**config.mk**
```make
export PLATFORM = sky130hd
export DESIGN_NAME = mc_ctrl_fsm
export DESIGN_NICKNAME = d
export VERILOG_FILES = /design/src/rtl/mc_ctrl_pkg.sv /design/src/rtl/mc_ctrl_decode.sv /design/src/rtl/mc_ctrl_fsm.sv
export SDC_FILE = /design/constraint.sdc
export NUM_CORES = 1
export LEC_CHECK = 0
export ABC_AREA = 1
export CAP_MARGIN = 20
export CORE_UTILIZATION = 34
export CTS_CLUSTER_SIZE = 14
export DETAILED_ROUTE_END_ITERATION = 7
export PLACE_DENSITY = 0.86
export SLEW_MARGIN = 20
export SYNTH_ARGS = -nofsm -noshare
export SYNTH_HDL_FRONTEND = slang
export SYNTH_SLANG_ARGS = --single-unit
```
**constraint.sdc**
```tcl
create_clock -name clk -period 1.2 [get_ports clk]
set_input_delay 0.12 -clock clk [delete_from_list [all_inputs] [get_ports clk]]
set_output_delay 0.12 -clock clk [all_outputs]
set_load 0.01 [all_outputs]
```
**src/rtl/mc_ctrl_pkg.sv**
```systemverilog
// rtl/mc_ctrl_pkg.sv - shared opcode, state and datapath-select encodings for the multi-cycle control FSM
package mc_ctrl_pkg;

    localparam logic [6:0] OP_R      = 7'b0110011;
    localparam logic [6:0] OP_I      = 7'b0010011;
    localparam logic [6:0] OP_LOAD   = 7'b0000011;
    localparam logic [6:0] OP_STORE  = 7'b0100011;
    localparam logic [6:0] OP_BRANCH = 7'b1100011;
    localparam logic [6:0] OP_JAL    = 7'b1101111;
    localparam logic [6:0] OP_JALR   = 7'b1100111;
    localparam logic [6:0] OP_LUI    = 7'b0110111;
    localparam logic [6:0] OP_AUIPC  = 7'b0010111;

    localparam logic [2:0] F3_BEQ = 3'b000;
    localparam logic [2:0] F3_BNE = 3'b001;

    typedef enum logic [3:0] {
        ST_FETCH    = 4'd0,
        ST_DECODE   = 4'd1,
        ST_EXEC_R   = 4'd2,
        ST_EXEC_I   = 4'd3,
        ST_MEM_ADDR = 4'd4,
        ST_MEM_RD   = 4'd5,
        ST_MEM_WB   = 4'd6,
        ST_MEM_WR   = 4'd7,
        ST_BRANCH   = 4'd8,
        ST_JAL      = 4'd9,
        ST_JALR_EX  = 4'd10,
        ST_JALR_WB  = 4'd11,
        ST_LUI      = 4'd12,
        ST_AUIPC    = 4'd13,
        ST_ALU_WB   = 4'd14,
        ST_TRAP     = 4'd15
    } state_t;

    // alu_op classes; alu_ctrl decodes these same values
    localparam logic [1:0] ALU_OP_ADD   = 2'b00;
    localparam logic [1:0] ALU_OP_SUB   = 2'b01;
    localparam logic [1:0] ALU_OP_RTYPE = 2'b10;
    localparam logic [1:0] ALU_OP_ITYPE = 2'b11;

    localparam logic [1:0] SRC_A_OLD_PC = 2'b00;
    localparam logic [1:0] SRC_A_PC     = 2'b01;
    localparam logic [1:0] SRC_A_RS1    = 2'b10;
    localparam logic [1:0] SRC_A_ZERO   = 2'b11;

    localparam logic [1:0] SRC_B_RS2  = 2'b00;
    localparam logic [1:0] SRC_B_FOUR = 2'b01;
    localparam logic [1:0] SRC_B_IMM  = 2'b10;

    localparam logic [1:0] WB_ALUOUT = 2'b00;
    localparam logic [1:0] WB_MDR    = 2'b01;
    localparam logic [1:0] WB_PC     = 2'b10;

    localparam logic PC_SRC_ALU    = 1'b0;
    localparam logic PC_SRC_ALUOUT = 1'b1;

    function automatic logic branch_taken(input logic [2:0] func3, input logic zero);
        return ((func3 == F3_BEQ) && zero) || ((func3 == F3_BNE) && !zero);
    endfunction

endpackage

```
**src/rtl/mc_ctrl_decode.sv**
```systemverilog
// rtl/mc_ctrl_decode.sv - combinational opcode/func3 classifier giving the state after DECODE
module mc_ctrl_decode
    import mc_ctrl_pkg::*;
(
    input  logic [6:0] opcode,
    input  logic [2:0] func3,
    output logic [3:0] next_state,
    output logic       illegal,
    output logic       func3_bad
);

    always_comb begin
        next_state = ST_FETCH;
        illegal    = 1'b0;
        case (opcode)
            OP_R:               next_state = ST_EXEC_R;
            OP_I:               next_state = ST_EXEC_I;
            OP_LOAD, OP_STORE:  next_state = ST_MEM_ADDR;
            OP_BRANCH:          next_state = ST_BRANCH;
            OP_JAL:             next_state = ST_JAL;
            OP_JALR:            next_state = ST_JALR_EX;
            OP_LUI:             next_state = ST_LUI;
            OP_AUIPC:           next_state = ST_AUIPC;
            default:            illegal    = 1'b1;
        endcase
    end

    // Only BEQ and BNE are implemented
    assign func3_bad = !((func3 == F3_BEQ) || (func3 == F3_BNE));

endmodule

```
**src/rtl/mc_ctrl_fsm.sv**
```systemverilog
// rtl/mc_ctrl_fsm.sv - RV32I multi-cycle main control FSM; MC_CTRL_TRAP_EN adds the TRAP state and trap port
module mc_ctrl_fsm
    import mc_ctrl_pkg::*;
(
    input  logic       clk,
    input  logic       rst,
    input  logic [6:0] opcode,
    input  logic [2:0] func3,
    input  logic       alu_zero,
    input  logic       mem_ready,
    output logic       mem_req,
    output logic       mem_we,
    output logic       ir_write,
    output logic       pc_write,
    output logic       pc_src,
    output logic [1:0] alu_op,
    output logic [1:0] alu_src_a,
    output logic [1:0] alu_src_b,
    output logic       reg_write,
    output logic [1:0] wb_sel,
`ifdef MC_CTRL_TRAP_EN
    output logic       trap,
`endif
    output logic [3:0] state
);

`ifdef MC_CTRL_TRAP_EN
    localparam state_t ST_ILLEGAL = ST_TRAP;
`else
    localparam state_t ST_ILLEGAL = ST_FETCH;
`endif

    state_t     cur_state;
    state_t     nxt_state;
    logic [3:0] dispatch;
    logic       op_illegal;
    logic       func3_bad;

    mc_ctrl_decode u_decode (
        .opcode     (opcode),
        .func3      (func3),
        .next_state (dispatch),
        .illegal    (op_illegal),
        .func3_bad  (func3_bad)
    );

    always_ff @(posedge clk) begin
        if (rst) begin
            cur_state <= ST_FETCH;
        end else begin
            cur_state <= nxt_state;
        end
    end

    always_comb begin
        nxt_state = cur_state;
        mem_req   = 1'b0;
        mem_we    = 1'b0;
        ir_write  = 1'b0;
        pc_write  = 1'b0;
        pc_src    = PC_SRC_ALU;
        alu_op    = ALU_OP_ADD;
        alu_src_a = SRC_A_OLD_PC;
        alu_src_b = SRC_B_RS2;
        reg_write = 1'b0;
        wb_sel    = WB_ALUOUT;
`ifdef MC_CTRL_TRAP_EN
        trap      = 1'b0;
`endif
        case (cur_state)
            ST_FETCH: begin
                mem_req   = 1'b1;
                alu_src_a = SRC_A_PC;
                alu_src_b = SRC_B_FOUR;
                if (mem_ready) begin
                    ir_write  = 1'b1;
                    pc_write  = 1'b1;
                    nxt_state = ST_DECODE;
                end
            end
            ST_DECODE: begin
                // Branch/JAL target is precomputed into ALUOut here
                alu_src_a = SRC_A_OLD_PC;
                alu_src_b = SRC_B_IMM;
                nxt_state = op_illegal ? ST_ILLEGAL : state_t'(dispatch);
            end
            ST_EXEC_R: begin
                alu_src_a = SRC_A_RS1;
                alu_src_b = SRC_B_RS2;
                alu_op    = ALU_OP_RTYPE;
                nxt_state = ST_ALU_WB;
            end
            ST_EXEC_I: begin
                alu_src_a = SRC_A_RS1;
                alu_src_b = SRC_B_IMM;
                alu_op    = ALU_OP_ITYPE;
                nxt_state = ST_ALU_WB;
            end
            ST_ALU_WB: begin
                reg_write = 1'b1;
                wb_sel    = WB_ALUOUT;
                nxt_state = ST_FETCH;
            end
            ST_MEM_ADDR: begin
                alu_src_a = SRC_A_RS1;
                alu_src_b = SRC_B_IMM;
                nxt_state = (opcode == OP_LOAD) ? ST_MEM_RD : ST_MEM_WR;
            end
            ST_MEM_RD: begin
                mem_req = 1'b1;
                if (mem_ready) begin
                    nxt_state = ST_MEM_WB;
                end
            end
            ST_MEM_WB: begin
                reg_write = 1'b1;
                wb_sel    = WB_MDR;
                nxt_state = ST_FETCH;
            end
            ST_MEM_WR: begin
                mem_req = 1'b1;
                mem_we  = 1'b1;
                if (mem_ready) begin
                    nxt_state = ST_FETCH;
                end
            end
            ST_BRANCH: begin
                alu_src_a = SRC_A_RS1;
                alu_src_b = SRC_B_RS2;
                alu_op    = ALU_OP_SUB;
                if (func3_bad) begin
                    nxt_state = ST_ILLEGAL;
                end else begin
                    if (branch_taken(func3, alu_zero)) begin
                        pc_write = 1'b1;
                        pc_src   = PC_SRC_ALUOUT;
                    end
                    nxt_state = ST_FETCH;
                end
            end
            ST_JAL, ST_JALR_WB: begin
                // rd receives the PC as it stands before this cycle's update
                reg_write = 1'b1;
                wb_sel    = WB_PC;
                pc_write  = 1'b1;
                pc_src    = PC_SRC_ALUOUT;
                nxt_state = ST_FETCH;
            end
            ST_JALR_EX: begin
                alu_src_a = SRC_A_RS1;
                alu_src_b = SRC_B_IMM;
                nxt_state = ST_JALR_WB;
            end
            ST_LUI: begin
                alu_src_a = SRC_A_ZERO;
                alu_src_b = SRC_B_IMM;
                nxt_state = ST_ALU_WB;
            end
            ST_AUIPC: begin
                alu_src_a = SRC_A_OLD_PC;
                alu_src_b = SRC_B_IMM;
                nxt_state = ST_ALU_WB;
            end
            ST_TRAP: begin
`ifdef MC_CTRL_TRAP_EN
                trap      = 1'b1;
                nxt_state = ST_TRAP;
`else
                nxt_state = ST_FETCH;
`endif
            end
        endcase
    end

    assign state = cur_state;

endmodule

```
### Word level (Yosys, flattened, before mapping)

Index checks and enable logic that the tools add are counted.
W data, S select, Z words.

| storage, ports and cells | value |
|---|---|
| flip-flop bits (word level) | 4 |
| bits of input ports | 14 |
| output and inout port bits | 18 |
| word-level logic and storage cells | 66 |

| operators by class | value |
|---|---|
| eq/ne operators | 28 |
| multiplexer cells | 20 |
| reductions and logical operators | 17 |

Operators with widths:

| kind | count |
|---|---|
| $pmux W4 S8 | 2 |
| $eq A4 B4 Y1 const B | 8 |
| $eq A7 B6 Y1 const B | 3 |
| $eq A7 B7 Y1 const B | 3 |
| $eq A4 B3 Y1 const B | 4 |
| $mux W4 | 4 |
| $eq A7 B5 Y1 const B | 2 |
| $pmux W2 S3 | 2 |
| $reduce_or A6 Y1 | 2 |
| $reduce_or A9 Y1 | 1 |
| $eq A4 B2 Y1 const B | 2 |
| $pmux W2 S2 | 2 |
| $reduce_or A4 Y1 | 2 |
| $eq A7 B2 Y1 const B | 1 |
| $mux W1 | 7 |
| $ne A2 B2 Y1 const B | 3 |
| $reduce_or A5 Y1 | 1 |
| $eq A4 B1 Y1 const B | 1 |
| $logic_not A4 Y1 | 1 |
| $reduce_or A2 Y1 | 2 |
| $eq A3 B1 Y1 const B | 1 |
| $logic_not A3 Y1 | 1 |
| $pmux W1 S3 | 1 |
| $reduce_and A3 Y1 | 1 |
| other kinds (6) | 8 |

### Longest topological paths before layout

Gate-level depths: netlist of run 1.

| logic depth | value |
|---|---|
| word-level depth | 6 |
| gate-level depth with buffers | 9 |

### Hierarchy

From an unflattened synthesis of run 1, not the netlist that was laid out.

| unflattened totals | value |
|---|---|
| cell total of the unflattened synthesis | 108 |
| area total of the unflattened synthesis | 580.6 sq um |

Modules (own cells, without submodules):

| module | instances | cells an instance | area an instance (sq um) | seq. area each (sq um) |
|---|---|---|---|---|
| mc_ctrl_fsm | 1 | 83 | 457.9 | 80.1 |
| mc_ctrl_decode | 1 | 25 | 122.6 | 0.0 |

### Least setup slack after synthesis of run 1

No wires, ideal clock.

| timing path | value |
|---|---|
| kind | flip-flop to output port |
| start | reg cur_state[3] (netlist: state[3]) |
| end | out pc_write |
| arrival | 1.203 ns |
| path slack | -0.123 ns |
| cell stages (with the launch flop) | 8 |
| path buffers | 0 |
| path through | dfxtp_1 -> inv_2 -> nor2_2 -> inv_2 -> nor2_2 -> inv_2 -> o21ai_2 -> or2_1 |

| on the way | value |
|---|---|
| longest elaborated chain between the ends | 3 |
| elaborated cells on any way between the ends | 6 |
| those cells by class | eq/ne: 3; mux: 1; reduce/logical: 2 |

RTL lines:

| element | RTL line | RTL |
|---|---|---|
| start, declared | mc_ctrl_fsm.sv:33 | `state_t cur_state;` |
| start signal, assigned | mc_ctrl_fsm.sv:51 | `cur_state <= nxt_state;` |
| $eq A4 B4 Y1 | mc_ctrl_fsm.sv:70 | `case (cur_state)` |
| $reduce_or A2 Y1 | - |  |
| $pmux W1 S3 (*) | mc_ctrl_fsm.sv:70 |  |
| end, declared | mc_ctrl_fsm.sv:14 | `output logic pc_write,` |

Every way passes the cells marked *; elsewhere a longest branch is shown, timed or not.

### Final worst setup path of run 1

| timing path | value |
|---|---|
| start | reg cur_state[3] (netlist: state[3]) |
| end | out alu_src_b[1] |

| on the way | value |
|---|---|
| longest elaborated chain between the ends | 3 |
| elaborated cells on any way between the ends | 9 |
| those cells by class | eq/ne: 6; mux: 1; reduce/logical: 2 |

RTL lines:

| element | RTL line | RTL |
|---|---|---|
| $eq A4 B4 Y1, or another cell as far along | mc_ctrl_fsm.sv:70 |  |
| $reduce_or A6 Y1 (no source line) | - |  |
| $pmux W2 S2 (*) | mc_ctrl_fsm.sv:70 |  |
| end, declared | mc_ctrl_fsm.sv:18 | `output logic [1:0] alu_src_b,` |

Marked as above.

==> metrics.md, run 1 <==
| Metric | Value |
|---|---|
| Outcome | finished with violations |
| Failing checks | setup timing |
| Final setup violation count | 18 |
| Post-Route M1 WL | 994 microns |
| Worst-Margin Slew | between 300 and 400 ps |
| Count leader, synth | nand2_1 |
| H-tree depth | 1 |
| Class of the worst hold path | input pin to register |
| GR Overflow Total | 0 |
| Top Metal Used | met4 |
| MaxCap Viol Count | 0 |
| Worst Path Required | 1080 ps |
| CTS Buf Count | 3 |
| Starting Density | 37.0% |
| Met3 wire length | 189 microns |
| DP Worst Slack | -563 ps |
| Min cycle time layout | between 1500 and 2000 ps |
| Slowest CP cell | dfxtp_2 |
| Ys async rst share | 0% |
| Core Area | 1540 sq um |
| Top_reg_cell synth | dfxtp_1 |
| Syn_area_per_cell | approximately 5.4 sq um |
| Root Buffer | clkbuf_4 |
| Setup slack after layout | -308 ps |
| CP Capture Type | output port |
| CP Class | register to output port |
| Static leakage | 0.000681 uW |
| DP Cell Count | 181 |
| Critical path's largest stage delay | ~350 ps |
| Detailed Place HPWL | 1800 microns |
| Register area share after synthesis | 14.0% |
| Number of synthesized register bits | 4 |
| Commonest cells post-synth | nand2_1, nor2_1, inv_1, nand3_1, inv_2 |
| Yosys cell types | 23 |
| Non-Filler Instances | roughly 200 |
| Antenna Nets Post-Route | 0 |
| Worst Path Arrival | about 1400 ps |
| Clock buffer depth | 2 |
| EDFF count, synth | 0 |
| Vias | between 900 and 1000 |
| TritonCTS clock tree | done |
| Worst path cell trace | buf_6 -> nor2_4 -> buf_6 -> buf_4 -> buf_6 -> a21oi_2 -> nand2_1 -> buf_2 |
| I/O Pins | 32 |
| Core Rows | 14 |
| Die area | 1850 sq um |
| Hold Slack | 504 ps |
| Routability congestion estimate | ~0.89 |
| Post-Syn Instances | 105 |
| Share of layout cells above drive strength 1 | 54.2% |
| Nets | 195 |
| Normalized max-slew margin | 77.1% |
| Pin count of the biggest net entering global routing | 6 |
| Area grow syn2layout | 129% |
| Die Wd | 43.0 microns |
| Cell mode on critical path | buf_6 |
| Global-route wire length before repair | 4020 microns |
| F_max | 0.663 GHz |
| Overall Global Routing Usage | a little under 30% |
| Worst-path maximum fanout | 3 |
| Worst skew pair latency | 240 ps |
| Startpoint Class | register |
| Final Slew Violations | 0 |
| Detailed Route WL | roughly 2700 microns |
| Worst-path clk slew | 40 ps |
| Synth Cell Area | 571 sq um |
| Clock Skews | 5.89 ps |
| Metal2 WL | 1410 microns |
| DR WL/cell | roughly 14 microns |
| Initial antenna violation count | 0 |
| Vert. Die Dim | 43.0 microns |
| Vias per std cell | slightly above 5 |
| Syn Nets | 119 |
| DR DRC count | 0 |
| IR drop worst, VDD | about 650 uV |
| Final hold violation count | 0 |
| Clock sink count | 4 |
| Final worst-path cycle share | 126% |
| First-pass detailed-route iteration total | 5 |
| Post-CTS Hold Fix Bufs | 0 |
| Cell taking the most area after synthesis | nand2_1 |
| PD cells | 616 nW/um^2 |
| YS warnings | 0 |
| Fill count | 90 |
| Setup repair after global routing missed its margin | yes |
| IO Port Bufs | 31 |
| Max reg flops | 4 |
| Number of global-route vias before repair | between 900 and 1000 |
| Antenna diode count | 0 |
| Initial DRC Count | 34 |
| Top-area cell type share of the netlist area | 20.4% |
| Top post-synthesis cells by area | nand2_1, dfxtp_1, nor2_1 |
[layer usage]
| layer | vias up | GRT usage (%) |
|---|---|---|
| li1 | 482 | - |
| met1 | 446 | 32.2 |
| met2 | 54 | 49.1 |
| met3 | 12 | 5.96 |
| met4 | 0 | 22.4 |
| met5 | - | 0 |
[worst paths after layout]
| path | startpoint | end | slack [ps] | cells after the start |
|---|---|---|---|---|
| setup / recovery | state[3] | alu_src_b[1] | -310 | 8 |
| hold / removal | rst | state[1] | 500 | 2 |
| setup reg to reg | state[3] | state[2] | -260 | 11 |
| hold reg to reg | state[2] | state[2] | 680 | 3 |
[kinds of logic (layout without fill, tap and decap cells)]
kind of cell	after synthesis	count (layout)	synth area share [%]
AND/OR/NAND/NOR	69	69	57.0
buffers and inverters	18	92	12.3
AO/OA/AOI/OAI	14	14	16.7
flip-flops	4	4	14.0
[power by group]
group / switching [uW] / internal (uW) / total (uW)
Clock: 61.3 / 112 / 174
Combinational: 221 / 257 / 477
Sequential: 13.5 / 139 / 152
Total: 295 / 507 / 803
[worst max-delay path, delay by kind of cell, from the launching register on]
kind	cells	cell delay, ps
AND/OR/NAND/NOR	2	90
flip-flops	1	350
AO/OA/AOI/OAI	1	100
buffers and inverters	5	580
[what timing repair did]
action                                  CTS  global route
endpoints found under the setup margin   22            18
gates cloned                              0             0
pin swaps                                17             4
gates resized for setup                  95             7
setup buffers                             8             3
[through the flow]
step	cell area (sq um)	utilization [%]	TNS [ps]	total power [uW]
3_3_place_gp	1130	73.2	-5480	540
3_5_place_dp	1130	73.2	-6080	553
4_1_cts	1260	81.5	-3260	771
2_1_floorplan	581	-	-43.1	309
5_1_grt	1300	84.6	-4750	839
6_report	1300	84.6	-3940	803
[cell type report]
type                            instances  area (sq um)  share of cell area, %
Inverter                               18          72.6                   5.57
Timing Repair Buffer                   71           602                   46.2
Tap cell                               16          20.0                   1.54
Multi-Input combinational cell         83           494                   37.9
Clock buffer                            3          22.5                   1.73
Sequential cell                         4          92.6                   7.10
[cells in the final DEF (no fill, tap or decap), types with 2 or more instances in the layout]
master           instances
o21ai_2                  3
a21oi_1                  3
inv_4                    2
nor3_1                   3
nor2_4                   5
nand4_1                  2
nor2_1                  11
nand3_1                  8
dfxtp_4                  3
nand2_1                 27
clkdlybuf4s50_1         13
a21oi_2                  3
clkbuf_4                 3
dlygate4sd2_1            4
buf_4                   29
inv_1                    7
inv_2                    9
buf_2                   10
o21ai_4                  2
nand2_4                  3
nor2_2                   4
nand2_2                  4
buf_6                   15
Power figures use the tool's default switching activity.
==> run 2, diff against run 1 <==
--- a/config.mk
+++ b/config.mk
@@ -10,8 +10,10 @@
 export CORE_UTILIZATION = 34
 export CTS_CLUSTER_SIZE = 14
 export DETAILED_ROUTE_END_ITERATION = 7
+export GPL_TIMING_DRIVEN = 0
 export PLACE_DENSITY = 0.86
 export SLEW_MARGIN = 20
 export SYNTH_ARGS = -nofsm -noshare
 export SYNTH_HDL_FRONTEND = slang
 export SYNTH_SLANG_ARGS = --single-unit
+export TNS_END_PERCENT = 30
==> run 2 against run 1 <==
Compared with the run above: the run still ends with setup timing left; total power shrank 21%; clock power is 8% lower; sequential cell count stayed put; sequential share of layout area increased by 2.2 points; register-to-register slack gained 100 ps; maximum frequency decreased by 1.7%; wire length decreased by 14%; clock-buffer cell count unchanged; global-route usage shrank 4.1 points.
==> metrics.md, run 2 (same netlist as run 1, synthesis figures left out) <==
| Metric | Value |
|---|---|
| Worst skew pair latency | 230 ps (about the same) |
| Clock buffer depth | 2 (unchanged) |
| Sum Neg Setup Slack | -2400 ps (+1550 ps) |
| Routability congestion estimate | 0.874 (-2.0%) |
| Antenna Nets Post-Route | 0 (unchanged) |
| Clock Skews | 0.284 ps (-5.61 ps) |
| First-pass detailed-route iteration total | 4 (-1) |
| TritonCTS clock tree | done |
| Vias | 864 (-13%) |
| Final Slew Violations | 0 (unchanged) |
| CP Capture Type | output port |
| IR drop worst, VDD | 448 uV (-31%) |
| Global-route wire length before repair | 3660 microns (-8.8%) |
| Die area | 1850 sq um (unchanged) |
| Worst-path maximum fanout | 2 (-1) |
| Setup slack after layout | -333 ps (-25.4 ps) |
| DR DRC count | 0 (unchanged) |
| Min cycle time layout | 1530 ps (+25.4 ps) |
| Total power draw | 638 uW (-21%) |
| Most frequent cells in the layout | nand2_1, nor2_1, clkdlybuf4s50_1 |
| Core Rows | 14 (unchanged) |
| Area grow syn2layout | 80.0% |
| F_max | 0.652 GHz (-1.7%) |
| IO Port Bufs | 31 (unchanged) |
| Initial antenna violation count | 0 (unchanged) |
| Vert. Die Dim | 43.0 microns (unchanged) |
| Startpoint Class | input pin |
| Final worst-path cycle share | 128% (+2.1 points) |
| Clock sink count | 4 (unchanged) |
| GR Overflow Total | 0 (unchanged) |
| Final instance area | 1030 sq um (-21%) |
| Failing checks | setup timing |
| Commonest non-fill, non-tap cell in the layout | nand2_1 |
| MaxCap Viol Count | 0 (unchanged) |
| Outcome | finished with violations |
| Final hold violation count | 0 (unchanged) |
| Detailed Place HPWL | 1460 microns (-19%) |
| Detailed Route WL | 2320 microns (-14%) |
| Max reg flops | 4 (unchanged) |
| Nets | 163 (-16%) |
| H-tree depth | 1 (unchanged) |
| Worst Path Required | 1080 ps (about the same) |
| Static leakage | 0.000527 uW (-23%) |
| Setup repair after global routing missed its margin | yes |
| Pin count of the biggest net entering global routing | 8 (+2) |
| Worst-Margin Slew | 332 ps (-7.75 ps) |
| Antenna diode count | 0 (unchanged) |
| DP Area | 911 sq um (-19%) |
| PD cells | 621 nW/um^2 (+0.78%) |
| Worst-path clk slew | 40 ps (about the same) |
| Fin util | 66.6% (-18 points) |
| Critical Path Start | func3[0] |
| Number of global-route vias before repair | 805 (-18%) |
| I/O Pins | 32 (unchanged) |
| Worst Path Arrival | 1410 ps (+20 ps) |
| Min-delay src | rst |
| Normalized max-slew margin | 77.7% (+0.52 points) |
| Starting Density | 37.0% (unchanged) |
| CP Class | input pin to output port |
| Final setup violation count | 17 (-1) |
| Die Wd | 43.0 microns (unchanged) |
| Post-CTS Hold Fix Bufs | 0 (unchanged) |
| Vias per std cell | 5.30 (+4.0%) |
| Core Area | 1540 sq um (unchanged) |
| Initial DRC Count | 26 (-24%) |
| CTS Buf Count | 3 (unchanged) |
| R2R Path Start | state[3] |
| Hold Slack | 510 ps (+5.91 ps) |
| Overall Global Routing Usage | 25.3% (-4.1 points) |
| Share of layout cells above drive strength 1 | 40.1% (-14 points) |
| DR WL/cell | 14.2 microns (+2.9%) |
| Root Buffer | clkbuf_4 |
| Class of the worst hold path | input pin to register |
| Fill count | 134 (+49%) |
==> run 2: cell types whose count changed in the layout (fill, tap and decap cells not counted), moves of 2 or more <==
| cell | change |
|---|---|
| inv_2 | -3 |
| buf_6 | -12 |
| nand2_4 | -2 |
| a21oi_1 | +2 |
| inv_4 | +2 |
| nor2_2 | -2 |
| buf_4 | -21 |
| o21ai_2 | -2 |
| a21oi_2 | -2 |
==> run 2: area by class of cell <==
type,instances,area (sq um),share of cell area (%)
tap,16,20.0,1.95
inverter,18,77.6,7.55
multi-input combinational,83,485,47.3
sequential,4,95.1,9.26
timing repair buffer,39,327,31.8
clock buffer,3,22.5,2.19
==> run 2: path summary, 6_finish.rpt <==
check,endpoint,slack (ps),cells after the start
setup / recovery,pc_write,-330,7
hold / removal,state[1],510,2
setup reg to reg,state[1],-160,8
hold reg to reg,state[2],580,2
==> run 2: power breakdown <==
group / internal [uW] / total, uW / switching (uW)
logic: 145 / 320 / 176
registers: 137 / 157 / 20.3
clock network: 111 / 160 / 48.6
==> run 2: routing by layer <==
layer | vias to the layer above | share of wire [%] | global-route usage, % | wire length (microns)
li1 | 419 | - | - | -
met3 | 4 | 4.1 | 2.13 | 94
met4 | 0 | 1.1 | 4.85 | 26
met1 | 413 | 40 | 30.2 | 928
met2 | 28 | 55 | 48.8 | 1270
met5 | - | 0 | 0 | 0
==> run 2: through the flow <==
| step | setup WS, ps | cells |
|---|---|---|
| after floorplan | -43.1 | 105 |
| after global placement | -529 | 152 |
| after detailed placement | -613 | 152 |
| after CTS | -262 | 162 |
| after global routing | -377 | 163 |
| final | -333 | 163 |
==> run 2: timing repair <==
action                     in CTS  in global routing
buffers inserted                7                  1
setup endpoints to repair      20                 18
pin swaps                      15                  6
cloned                          0                  0
gates resized for setup        77                  8
==> run 2: critical path: stages <==
cell,delay [ps]
clkdlybuf4s50_1,490
nor2_1,60
nor3_1,170
nand2_1,130
o21ai_4,180
or2_1,130
buf_2,130
